<file path="config.mk">
export PLATFORM = sky130hd
export DESIGN_NAME = multdiv_unit
export DESIGN_NICKNAME = d
export VERILOG_FILES = /design/src/rtl/multdiv_pkg.sv /design/src/rtl/md_iter_counter.sv /design/src/rtl/multdiv_unit.sv
export SDC_FILE = /design/constraint.sdc
export NUM_CORES = 1
export LEC_CHECK = 0
export ABC_AREA = 1
export CORE_UTILIZATION = 60
export CTS_BUF_LIST = sky130_fd_sc_hd__clkbuf_8
export DETAILED_ROUTE_END_ITERATION = 8
export GPL_TIMING_DRIVEN = 0
export PLACE_DENSITY = 0.8
export RECOVER_POWER = 50
export SYNTH_ARGS = -nofsm -noshare
export SYNTH_HDL_FRONTEND = slang
export SYNTH_SLANG_ARGS = --single-unit
</file>
<file path="constraint.sdc">
create_clock -name clock -period 12.5 [get_ports clock]
set_input_delay 3.75 -clock clock [delete_from_list [all_inputs] [get_ports clock]]
set_output_delay 3.75 -clock clock [all_outputs]
set_load 0.01 [all_outputs]
</file>
<file path="src/rtl/multdiv_pkg.sv">
// ============================================================================
// Module      : multdiv_pkg
// Description : Shared constants, state encoding and helpers for multdiv_unit.
// Revision    : 1.0 - initial release
// ============================================================================
`default_nettype none

package multdiv_pkg;

    localparam int WIDTH = 32;
    localparam int ITERS = 32;
    localparam int CNT_W = 6;

    localparam logic [WIDTH-1:0] MD_INT_MIN = 32'h8000_0000;

    typedef enum logic [1:0] {
        IDLE = 2'd0,
        MUL  = 2'd1,
        DIV  = 2'd2,
        DONE = 2'd3
    } md_state_t;

    // Magnitude of a two's complement value; INT_MIN maps to 2^31 as unsigned.
    function automatic logic [WIDTH-1:0] md_abs(input logic [WIDTH-1:0] v);
        return ((v & MD_INT_MIN) != '0) ? (~v + 1'b1) : v;
    endfunction

endpackage

`default_nettype wire

</file>
<file path="src/rtl/md_iter_counter.sv">
// ============================================================================
// Module      : md_iter_counter
// Description : Iteration counter with synchronous clear/enable; flags the
//               final step of an ITERS-long operation.
// Revision    : 1.0 - initial release
// ============================================================================
`default_nettype none

module md_iter_counter
    import multdiv_pkg::*;
(
    input  logic clk,
    input  logic rst,
    input  logic i_clear,
    input  logic i_enable,
    output logic o_done
);

    logic [CNT_W-1:0] r_count;

    always_ff @(posedge clk or posedge rst) begin
        if (rst) begin
            r_count <= '0;
        end else if (i_clear) begin
            r_count <= '0;
        end else if (i_enable) begin
            r_count <= r_count + 1'b1;
        end
    end

    assign o_done = (r_count == CNT_W'(ITERS - 1));

endmodule

`default_nettype wire

</file>
<file path="src/rtl/multdiv_unit.sv">
// ============================================================================
// Module      : multdiv_unit
// Description : Multi-cycle signed 32-bit Booth multiplier / restoring divider.
//               Optional macro MULTDIV_EARLY_DIV0_EN: zero-divisor divides
//               complete in one cycle instead of 32 iterations.
// Revision    : 1.0 - initial release
// ============================================================================
`default_nettype none

module multdiv_unit
    import multdiv_pkg::*;
(
    input  logic             clock,
    input  logic             reset,
    input  logic [WIDTH-1:0] data_operandA,
    input  logic [WIDTH-1:0] data_operandB,
    input  logic             ctrl_MULT,
    input  logic             ctrl_DIV,
    output logic [WIDTH-1:0] data_result,
    output logic             data_exception,
    output logic             op_is_div,
    output logic             data_resultRDY,
    output logic             busy
);

    md_state_t          r_state;
    logic [2*WIDTH:0]   r_booth;     // {acc, multiplier, q-1}
    logic [WIDTH-1:0]   r_mcand;
    logic [2*WIDTH-1:0] r_div;       // {remainder, quotient}
    logic [WIDTH-1:0]   r_dmag;
    logic               r_qneg;
    logic               r_div0;
    logic [WIDTH-1:0]   r_result;
    logic               r_exc;
    logic               r_op_div;
    logic               r_ready;
    logic               r_busy;

    logic               w_start;
    logic               w_iter_en;
    logic               w_last;
    logic [WIDTH:0]     w_acc_ext;
    logic [WIDTH:0]     w_sum;
    logic [2*WIDTH:0]   w_booth_next;
    logic [2*WIDTH-1:0] w_prod;
    logic               w_mul_ovf;
    logic [WIDTH:0]     w_partial;
    logic [WIDTH:0]     w_trial;
    logic [2*WIDTH-1:0] w_div_next;
    logic [WIDTH-1:0]   w_quo;
    logic [WIDTH-1:0]   w_div_res;

    assign w_start   = ctrl_MULT | ctrl_DIV;
    assign w_iter_en = (r_state == MUL) || (r_state == DIV);

    md_iter_counter u_iter_counter (
        .clk      (clock),
        .rst      (reset),
        .i_clear  (w_start),
        .i_enable (w_iter_en),
        .o_done   (w_last)
    );

    // Booth step: add/sub in 33 bits so the shifted-in sign is always correct,
    // even when the multiplicand is INT_MIN.
    always_comb begin
        w_acc_ext = {r_booth[2*WIDTH], r_booth[2*WIDTH:WIDTH+1]};
        w_sum     = w_acc_ext;
        case (r_booth[1:0])
            2'b01:   w_sum = w_acc_ext + {r_mcand[WIDTH-1], r_mcand};
            2'b10:   w_sum = w_acc_ext - {r_mcand[WIDTH-1], r_mcand};
            default: w_sum = w_acc_ext;
        endcase
    end

    assign w_booth_next = {w_sum, r_booth[WIDTH:1]};
    assign w_prod       = w_booth_next[2*WIDTH:1];
    assign w_mul_ovf    = (w_prod[2*WIDTH-1:WIDTH] != {WIDTH{w_prod[WIDTH-1]}});

    // Restoring step on magnitudes; the shifted remainder never exceeds 32 bits.
    assign w_partial  = r_div[2*WIDTH-1:WIDTH-1];
    assign w_trial    = w_partial - {1'b0, r_dmag};
    assign w_div_next = w_trial[WIDTH] ? {r_div[2*WIDTH-2:0], 1'b0}
                                       : {w_trial[WIDTH-1:0], r_div[WIDTH-2:0], 1'b1};
    assign w_quo      = w_div_next[WIDTH-1:0];
    assign w_div_res  = r_div0 ? '0 : (r_qneg ? (~w_quo + 1'b1) : w_quo);

    always_ff @(posedge clock or posedge reset) begin
        if (reset) begin
            r_state  <= IDLE;
            r_booth  <= '0;
            r_mcand  <= '0;
            r_div    <= '0;
            r_dmag   <= '0;
            r_qneg   <= 1'b0;
            r_div0   <= 1'b0;
            r_result <= '0;
            r_exc    <= 1'b0;
            r_op_div <= 1'b0;
            r_ready  <= 1'b0;
            r_busy   <= 1'b0;
        end else begin
            r_ready <= 1'b0;
            if (ctrl_MULT) begin
                r_state <= MUL;
                r_busy  <= 1'b1;
                r_booth <= {{WIDTH{1'b0}}, data_operandA, 1'b0};
                r_mcand <= data_operandB;
            end else if (ctrl_DIV) begin
                r_busy <= 1'b1;
                r_div  <= {{WIDTH{1'b0}}, md_abs(data_operandA)};
                r_dmag <= md_abs(data_operandB);
                r_qneg <= data_operandA[WIDTH-1] ^ data_operandB[WIDTH-1];
                r_div0 <= (data_operandB == '0);
`ifdef MULTDIV_EARLY_DIV0_EN
                if (data_operandB == '0) begin
                    r_state  <= DONE;
                    r_result <= '0;
                    r_exc    <= 1'b1;
                    r_op_div <= 1'b1;
                    r_ready  <= 1'b1;
                end else begin
                    r_state <= DIV;
                end
`else
                r_state <= DIV;
`endif
            end else begin
                case (r_state)
                    MUL: begin
                        r_booth <= w_booth_next;
                        if (w_last) begin
                            r_state  <= DONE;
                            r_result <= w_prod[WIDTH-1:0];
                            r_exc    <= w_mul_ovf;
                            r_op_div <= 1'b0;
                            r_ready  <= 1'b1;
                        end
                    end
                    DIV: begin
                        r_div <= w_div_next;
                        if (w_last) begin
                            r_state  <= DONE;
                            r_result <= w_div_res;
                            r_exc    <= r_div0;
                            r_op_div <= 1'b1;
                            r_ready  <= 1'b1;
                        end
                    end
                    DONE: begin
                        r_state <= IDLE;
                        r_busy  <= 1'b0;
                    end
                    default: begin
                        r_state <= IDLE;
                    end
                endcase
            end
        end
    end

    assign data_result    = r_result;
    assign data_exception = r_exc;
    assign op_is_div      = r_op_div;
    assign data_resultRDY = r_ready;
    assign busy           = r_busy;

endmodule

`default_nettype wire

</file>
==> summary.md, run 1 <==
| Metric | Value |
|---|---|
| Area grow syn2layout | 13.8% |
| Comb power frac | a little under a third |
| CP peak stage delay | 820 ps |
| Cell count after placement | roughly 3,100 |
| Final Hold Vio Count | 0 |
| Max frequency | 153 MHz |
| CTS H-tree lvls | 2 |
| CTS Hold Bufs | 0 |
| Initial Util | 60.8% |
| Hold Crit Depth | 2 |
| Io pins | 104 |
| Die extent in x | around 180 µm |
| Placeable Area | 0.0296 mm² |
| Clock Skew | 43.8 ps |
| Main synth FF type | dfrtp_1 |
| Die Area | 0.0308 mm² |
| Chip height | 175 µm |
| CTS tree | done |
| Initial antenna violation count | 0 |
| Seq pwr share | between 30% and 40% |
| Post-synthesis sequential area ratio | 33.2% |
| Yosys reg bits | 239 |
| Leak | 10.4 nW |
| Arr. time, crit path | 6920 ps |
| Antenna viol nets, final | 0 |
| Worst slew pin tran | 1090 ps |
| First-pass detailed-route iteration total | 8 |
| Post-layout util | 69.2% |
| Final nets | between 2,000 and 3,000 |
| Sink Count | 239 |
| Net Count, Synth | around 2,800 |
| Clock power share | 32.0% |
| Slew Limit Headroom | 27.1% |
| Routed wire length | around 63 mm |
| Slowest stage cell on the critical path | nor2_1 |
| Crit path kind | input pin to flip-flop |
| Number of synthesized flops with an enable pin | 0 |
| Critical Path, Cell by Cell | clkdlybuf4s50_1, inv_2, nor2_1, inv_2, nand2_1, buf_2, clkbuf_1, o21ai_0 |
| CP required | roughly 13,000 ps |
| HPWL after DPL | 47.6 mm |
| Post-synth ARST share | 100% |
| Crit Path Max Fanout | 10 |
| Setup Buffers After CTS | 0 |
| P per Cell Area | 120 mW/mm² |
| DR iter-0 viols | 1,918 |
| FP Rows | 63 |
| Clk_lat worst skew | 580 ps |
| Unrepaired setup endpoints after global routing | false |
| CP endpoint kind | flip-flop |
| Worst Hold Class | flip-flop to flip-flop |
| Crit path launch type | input pin |
| Max VDD drop | 0.0831 mV |
| R2R cell count | 30 |
| Status | finished, final reports clean |
| Residual DRC | 0 |
| Avg WL per Cell | 19.4 µm |
| Max-Cap Viols | 0 |
| Synth cell types | 60 |
| Placed Area | 0.0196 mm² |
| Non-Filler Instances | between 3,000 and 4,000 |
| All-layer global routing usage | 40.7% |
| First-pass GRT wire length | 97.2 mm |
| Fin. max-slew vios | 0 |
| Tcrit/Tclk final | 52.3% |
| Ys Warns | 0 |
| Delay-heaviest family, CP | buffers and inverters |
| Worst path depth | 8 |
| Int Pwr | 1.50 mW |
| CTS Buffer Depth | 3 |
| Pin count of the biggest net entering global routing | 132 |
| Most frequent CP cell | inv_2 |
| Post-CTS resize count | 0 |
| NetSw | 955 µW |
| Post-Synthesis Cells | 2,651 |
| Vias/cell | a little under 6 |
| Clock tree root buffer cell | clkbuf_8 |
| Mean Syn Cell Area | 6.80 µm² |
| Mapped cell area | 0.0180 mm² |
| Worst Path Buf+Inv | 5 |
| Fillers | 2,597 |
| Global route overflow | 0 |
| GP Congestion | between 1 and 1.5 |
| PortBufs | between 100 and 150 |
| Number of diodes | 0 |
| Vias in the first global route | 18,400 |
| CTS Buf Count | 44 |
| Fin area | 0.0205 mm² |
| Routed via count | around 19,000 |
| Crit path time final | 6530 ps |
| Final setup fails | 0 |
| Switching Share | 38.9% |
| Layout cells sized above 1 | 5.39% |
| Clock transition at the registers of the reported paths | 60 ps |
worst register-to-register path: cells and delay by family, from the launching register on:
family | cells | cell delay (ps)
AO/OA/AOI/OAI | 3 | 470
flip-flops | 1 | 340
buffers and inverters | 5 | 630
XOR/XNOR | 1 | 130
AND/OR/NAND/NOR | 18 | 2020
adder cells (fa/ha/maj) | 3 | 880
synth_stat cells (6+ instances only):
master / number / area [µm²]
o221ai_1: 26 / 228
clkbuf_1: 66 / 248
o211ai_2: 6 / 75.1
nor4_1: 13 / 81.3
inv_2: 15 / 56.3
nor2_1: 208 / 781
nand4_1: 32 / 200
nand2_1: 671 / 2520
nor3_1: 25 / 125
o21ai_0: 222 / 1110
nor3_2: 7 / 70.1
a2bb2oi_1: 24 / 210
nand2_2: 10 / 62.6
buf_2: 11 / 55.1
a21boi_1: 10 / 75.1
ha_1: 73 / 913
or2_2: 7 / 43.8
a31oi_1: 11 / 68.8
dfrtp_1: 239 / 5980
o21ai_1: 27 / 135
nor2_2: 6 / 37.5
o21bai_1: 7 / 52.6
buf_1: 9 / 33.8
o22ai_1: 28 / 175
nand3_1: 168 / 841
o211ai_1: 20 / 150
inv_1: 406 / 1520
xnor2_1: 18 / 158
a21oi_1: 139 / 696
xor2_1: 90 / 788
per-layer routing:
metal | GRT usage [%] | up-vias | routed length [µm] | part of all wire, %
met1 | 50.7 | 8965 | 24900 | 40
met3 | 6.34 | 241 | 5050 | 8.1
met5 | 0 | - | 0 | 0
met2 | 65.9 | 1000 | 28500 | 46
li1 | - | 8969 | - | -
met4 | 26.1 | 0 | 4050 | 6.5
logic make-up (layout without fill, tap and decap cells):
group           after synthesis  after routing  share of synthesized area, %
buf+inv                     512            699                          10.9
simple gates               1167           1167                          27.4
xor+xnor                    108            108                          5.25
compound gates              550            550                          18.0
flops                       239            239                          33.2
fa+ha+maj                    75             75                          5.29
final timing paths:
kind | slack (ps) | end | startpoint
max reg2reg | 7950 | data_result[24]$_DFFE_PP0P_ | r_div[31]$_DFFE_PP0P_
min | 480 | data_result[1]$_DFFE_PP0P_ | data_result[1]$_DFFE_PP0P_
min in group asynchronous | 3540 | r_booth[36]$_DFFE_PP0P_ | reset
min reg2reg | 480 | data_result[1]$_DFFE_PP0P_ | data_result[1]$_DFFE_PP0P_
max in group asynchronous | 7660 | r_booth[60]$_DFFE_PP0P_ | reset
max | 5970 | r_div[28]$_DFFE_PP0P_ | ctrl_DIV
placed cells by master, fill, tap and decap left out, types with 9 or more instances in the layout:
master / instances
a21oi_1: 139
nor4_1: 13
inv_1: 419
o21ai_0: 222
o22ai_1: 28
xor2_1: 90
nor3_1: 25
nand4_1: 32
clkinv_2: 9
o21ai_1: 27
buf_2: 11
nand2_2: 10
a21boi_1: 10
clkbuf_8: 55
nand3_1: 168
clkdlybuf4s50_1: 101
inv_2: 15
ha_1: 73
buf_1: 9
dfrtp_1: 239
nor2_1: 208
xnor2_1: 18
clkbuf_1: 66
o211ai_1: 20
a31oi_1: 11
nand2_1: 671
o221ai_1: 26
a2bb2oi_1: 24
area by class of cell:
type / instances / area [µm²] / share of cell area, %
well taps: 390 / 488 / 2.38
clock inverters: 27 / 151 / 0.738
plain buffers: 90 / 378 / 1.84
inverters: 422 / 1590 / 7.73
flip-flops and latches: 239 / 5980 / 29.1
clock buffers: 55 / 757 / 3.69
repair buffers: 105 / 1090 / 5.29
multi-input cells: 1900 / 10100 / 49.2
flip-flops by register name, indices dropped and copies added, names as in the netlist:
| name | flops |
|---|---|
| data_exception | 1 |
| r_qneg | 1 |
| busy | 1 |
| op_is_div | 1 |
| data_resultRDY | 1 |
| r_mcand | 32 |
| u_iter_counter.r_count | 6 |
| data_result | 32 |
| r_booth | 65 |
| r_div | 64 |
| r_dmag | 32 |
| r_div0 | 1 |
| r_state | 2 |
power by group through the flow:
stage	Combinational, mW	Clock (mW)	Sequential, mW
finish	0.771	0.785	0.898
global route	0.852	0.821	0.905
CTS	0.754	0.784	0.895
detailed placement	0.747	0	0.908
global placement	0.730	0	0.908
floorplan	0.526	0	0.891
per-stage QoR:
| stage | TNS [ps] | hold slack [ps] | setup slack, ps | power [mW] |
|---|---|---|---|---|
| after floorplan | 0 | 446 | 2190 | 1.42 |
| after global placement | -194280 | 466 | -838 | 1.64 |
| after detailed placement | 0 | 467 | 5500 | 1.65 |
| after CTS | 0 | 482 | 6100 | 2.43 |
| after global routing | 0 | 517 | 5980 | 2.58 |
| final | 0 | 476 | 5970 | 2.45 |
(Power assumes the default switching activity.)
==> inputs of run 2 (changes only) <==
==> constraint.sdc (replaced) <==
create_clock -name clock -period 6.6 [get_ports clock]
set_input_delay 1.98 -clock clock [delete_from_list [all_inputs] [get_ports clock]]
set_output_delay 1.98 -clock clock [all_outputs]
set_load 0.01 [all_outputs]
==> run 2 against run 1 <==
The flow now finishes with violations (capacitance limit, slew limit). Power up 90%. Core utilization about the same. Combinational power up 89%. Critical path depth down 2. Count of clock-buffer cells in the layout down 3. Sequential power up 89%. Routed wire length up 1.4%. Global-route usage up 0.45 points. Non-clock buffer count up 4. Clock power up 90%. Via count up 0.51%. Highest routed layer unchanged.
==> summary.md, run 2 (synthesis gave the netlist of run 1 again) <==
| Metric | Value |
|---|---|
| Status | complete, but fails checks (was finished, final reports clean) |
| Failing checks | capacitance limit, slew limit |
| CTS Hold Bufs | 0 (unchanged) |
| Max-Cap Viols | 1 (was 0) |
| GP Congestion | 1.02 (was 1.04) |
| Avg WL per Cell | 19.7 µm (was 19.4 µm) |
| Tcrit/Tclk final | 79.2% |
| Chip height | 175 µm (unchanged) |
| Initial antenna violation count | 1 (was 0) |
| Fin. max-slew vios | 34 (was 0) |
| Max frequency | 191 MHz |
| Crit path launch type | input pin (unchanged) |
| HPWL after DPL | 48.8 mm (was 47.6 mm) |
| DR iter-0 viols | 2,089 (was 1,918) |
| Max VDD drop | 0.173 mV (was 0.0831 mV) |
| Min-delay src | data_result[1]$_DFFE_PP0P_ (unchanged) |
| Vias in the first global route | 18,500 (was 18,400) |
| Crit Path Max Fanout | 42 (was 10) |
| Largest Register | r_booth (unchanged) |
| Die extent in x | 175 µm (unchanged) |
| Initial Util | 60.8% (unchanged) |
| Commonest non-fill, non-tap cell in the layout | nand2_1 (unchanged) |
| Antenna viol nets, final | 0 (unchanged) |
| Io pins | 104 (unchanged) |
| Clock tree root buffer cell | clkbuf_8 (unchanged) |
| CTS tree | done (unchanged) |
| Final setup fails | 0 (unchanged) |
| Max FFs per register | 65 (unchanged) |
| Routed via count | 19,300 (was 19,200) |
| Final Hold Vio Count | 0 (unchanged) |
| Slew Limit Headroom | -38.4% (was 27.1%) |
| Pin count of the biggest net entering global routing | 43 (was 132) |
| Footprint of the multi-input gates | 0.0101 mm² (unchanged) |
| Die Area | 0.0308 mm² (unchanged) |
| Routed wire length | 63.4 mm (was 62.5 mm) |
| First-pass detailed-route iteration total | 6 (was 8) |
| CP required | 7350 ps (was 12,890 ps) |
| Post-CTS resize count | 0 (unchanged) |
| Clock Skew | 51.9 ps (was 43.8 ps) |
| All-layer global routing usage | 41.1% (was 40.7%) |
| Crit path time final | approximately 5200 ps |
| Clk_lat worst skew | 580 ps (about the same) |
| Vias/cell | 5.98 (was 5.94) |
| CTS Buffer Depth | 3 (unchanged) |
| FF/Latch Area | 0.00598 mm² (unchanged) |
| Layout cells sized above 1 | 5.26% (was 5.39%) |
| Worst Hold Class | flip-flop to flip-flop (unchanged) |
| Worst setup path startpoint | reset (was ctrl_DIV) |
| First-pass GRT wire length | 97.7 mm (was 97.2 mm) |
| Global route overflow | 0 (unchanged) |
| Placeable Area | 0.0296 mm² (unchanged) |
| Arr. time, crit path | 5980 ps (was 6920 ps) |
| FP Rows | 63 (unchanged) |
| Power, Total | 4.66 mW (was 2.45 mW) |
| Residual DRC | 0 (unchanged) |
| Final nets | 2,948 (was 2,945) |
| Worst slew pin tran | 2080 ps (was 1090 ps) |
| Sink Count | 239 (unchanged) |
| Unrepaired setup endpoints after global routing | false (unchanged) |
| Clock transition at the registers of the reported paths | 60 ps (about the same) |
| Crit path kind | input pin to asynchronous set/reset pin (was input pin to flip-flop) |
| Setup Buffers After CTS | 0 (unchanged) |
| CTS H-tree lvls | 2 (unchanged) |
| PortBufs | 103 (unchanged) |
| Leak | 10.4 nW (about the same) |
| Area grow syn2layout | 13.8% (about the same) |
| CTS Buf Count | 43 (was 44) |
| CP endpoint kind | asynchronous set/reset pin (was flip-flop) |
| Reg2reg start | r_div[31]$_DFFE_PP0P_ (unchanged) |
| Post-layout util | 69.2% (about the same) |
| P per Cell Area | 227 mW/mm² (was 120 mW/mm²) |
| Biggest regs | r_booth: 65 flops, r_div: 64 flops (unchanged) |
| Most frequent cells in the layout | 671 x nand2_1, 415 x inv_1, 239 x dfrtp_1, 222 x o21ai_0, 208 x nor2_1 (was 671 x nand2_1, 419 x inv_1, 239 x dfrtp_1, 222 x o21ai_0, 208 x nor2_1) |
| Fillers | 2,503 (was 2,597) |
| Setup TNS | 0 ps (unchanged) |
## run 2: worst paths after layout
kind / to / depth (start not counted) / slack (ps)
worst max register to register: data_result[22]$_DFFE_PP0P_ / 29 / 2030
worst min-delay path: data_result[1]$_DFFE_PP0P_ / 2 / 480
min in group asynchronous: u_iter_counter.r_count[0]$_DFFE_PP0P_ / 2 / 1860
worst max-delay path: r_dmag[17]$_DFFE_PP0P_ / 6 / 1380
max in group clock: r_div[35]$_DFFE_PP0P_ / 8 / 1840
worst min register to register: data_result[1]$_DFFE_PP0P_ / 2 / 480
## run 2: worst max-delay path, stage by stage
cell and delay (ps):
dlygate4sd3_1 540, clkinvlp_2 330, clkbuf_1 1540, buf_12 320
clkbuf_2 880, buf_12 320
## run 2: power by group
| group | internal (mW) | switching (mW) | leakage (nW) | total [mW] |
|---|---|---|---|---|
| sequential | 1.59 | 0.113 | 3.09 | 1.70 |
| combinational | 0.455 | 1.01 | 6.77 | 1.46 |
| clock | 0.827 | 0.665 | 0.496 | 1.49 |
## run 2: cell type report
type | count | share of cell area, %
diodes | 1 | 0.0122
plain buffers | 90 | 1.84
repair buffers | 109 | 5.39
clock buffers | 52 | 3.49
well taps | 390 | 2.38
inverters | 422 | 7.73
clock inverters | 19 | 0.823
multi-input cells | 1900 | 49.2
flip-flops and latches | 239 | 29.2
## run 2: stage by stage
step / area [µm²] / instances / setup slack (ps) / hold WS, ps
detailed placement: 19700 / 3150 / 1410 / 467
global route: 20500 / 3222 / 891 / 497
finish: 20500 / 3222 / 1380 / 479
global placement: 19600 / 3144 / -322 / 465
floorplan: 18000 / 2651 / 1490 / 446
CTS: 20600 / 3221 / 2010 / 481
## run 2: per-layer routing
metal	vias to the layer above	track usage [%]	wire length [µm]
li1	8976	-	-
met1	9049	51.3	25000
met2	994	66.4	28900
met3	254	6.99	5330
met4	0	26.0	4130
met5	-	0	0
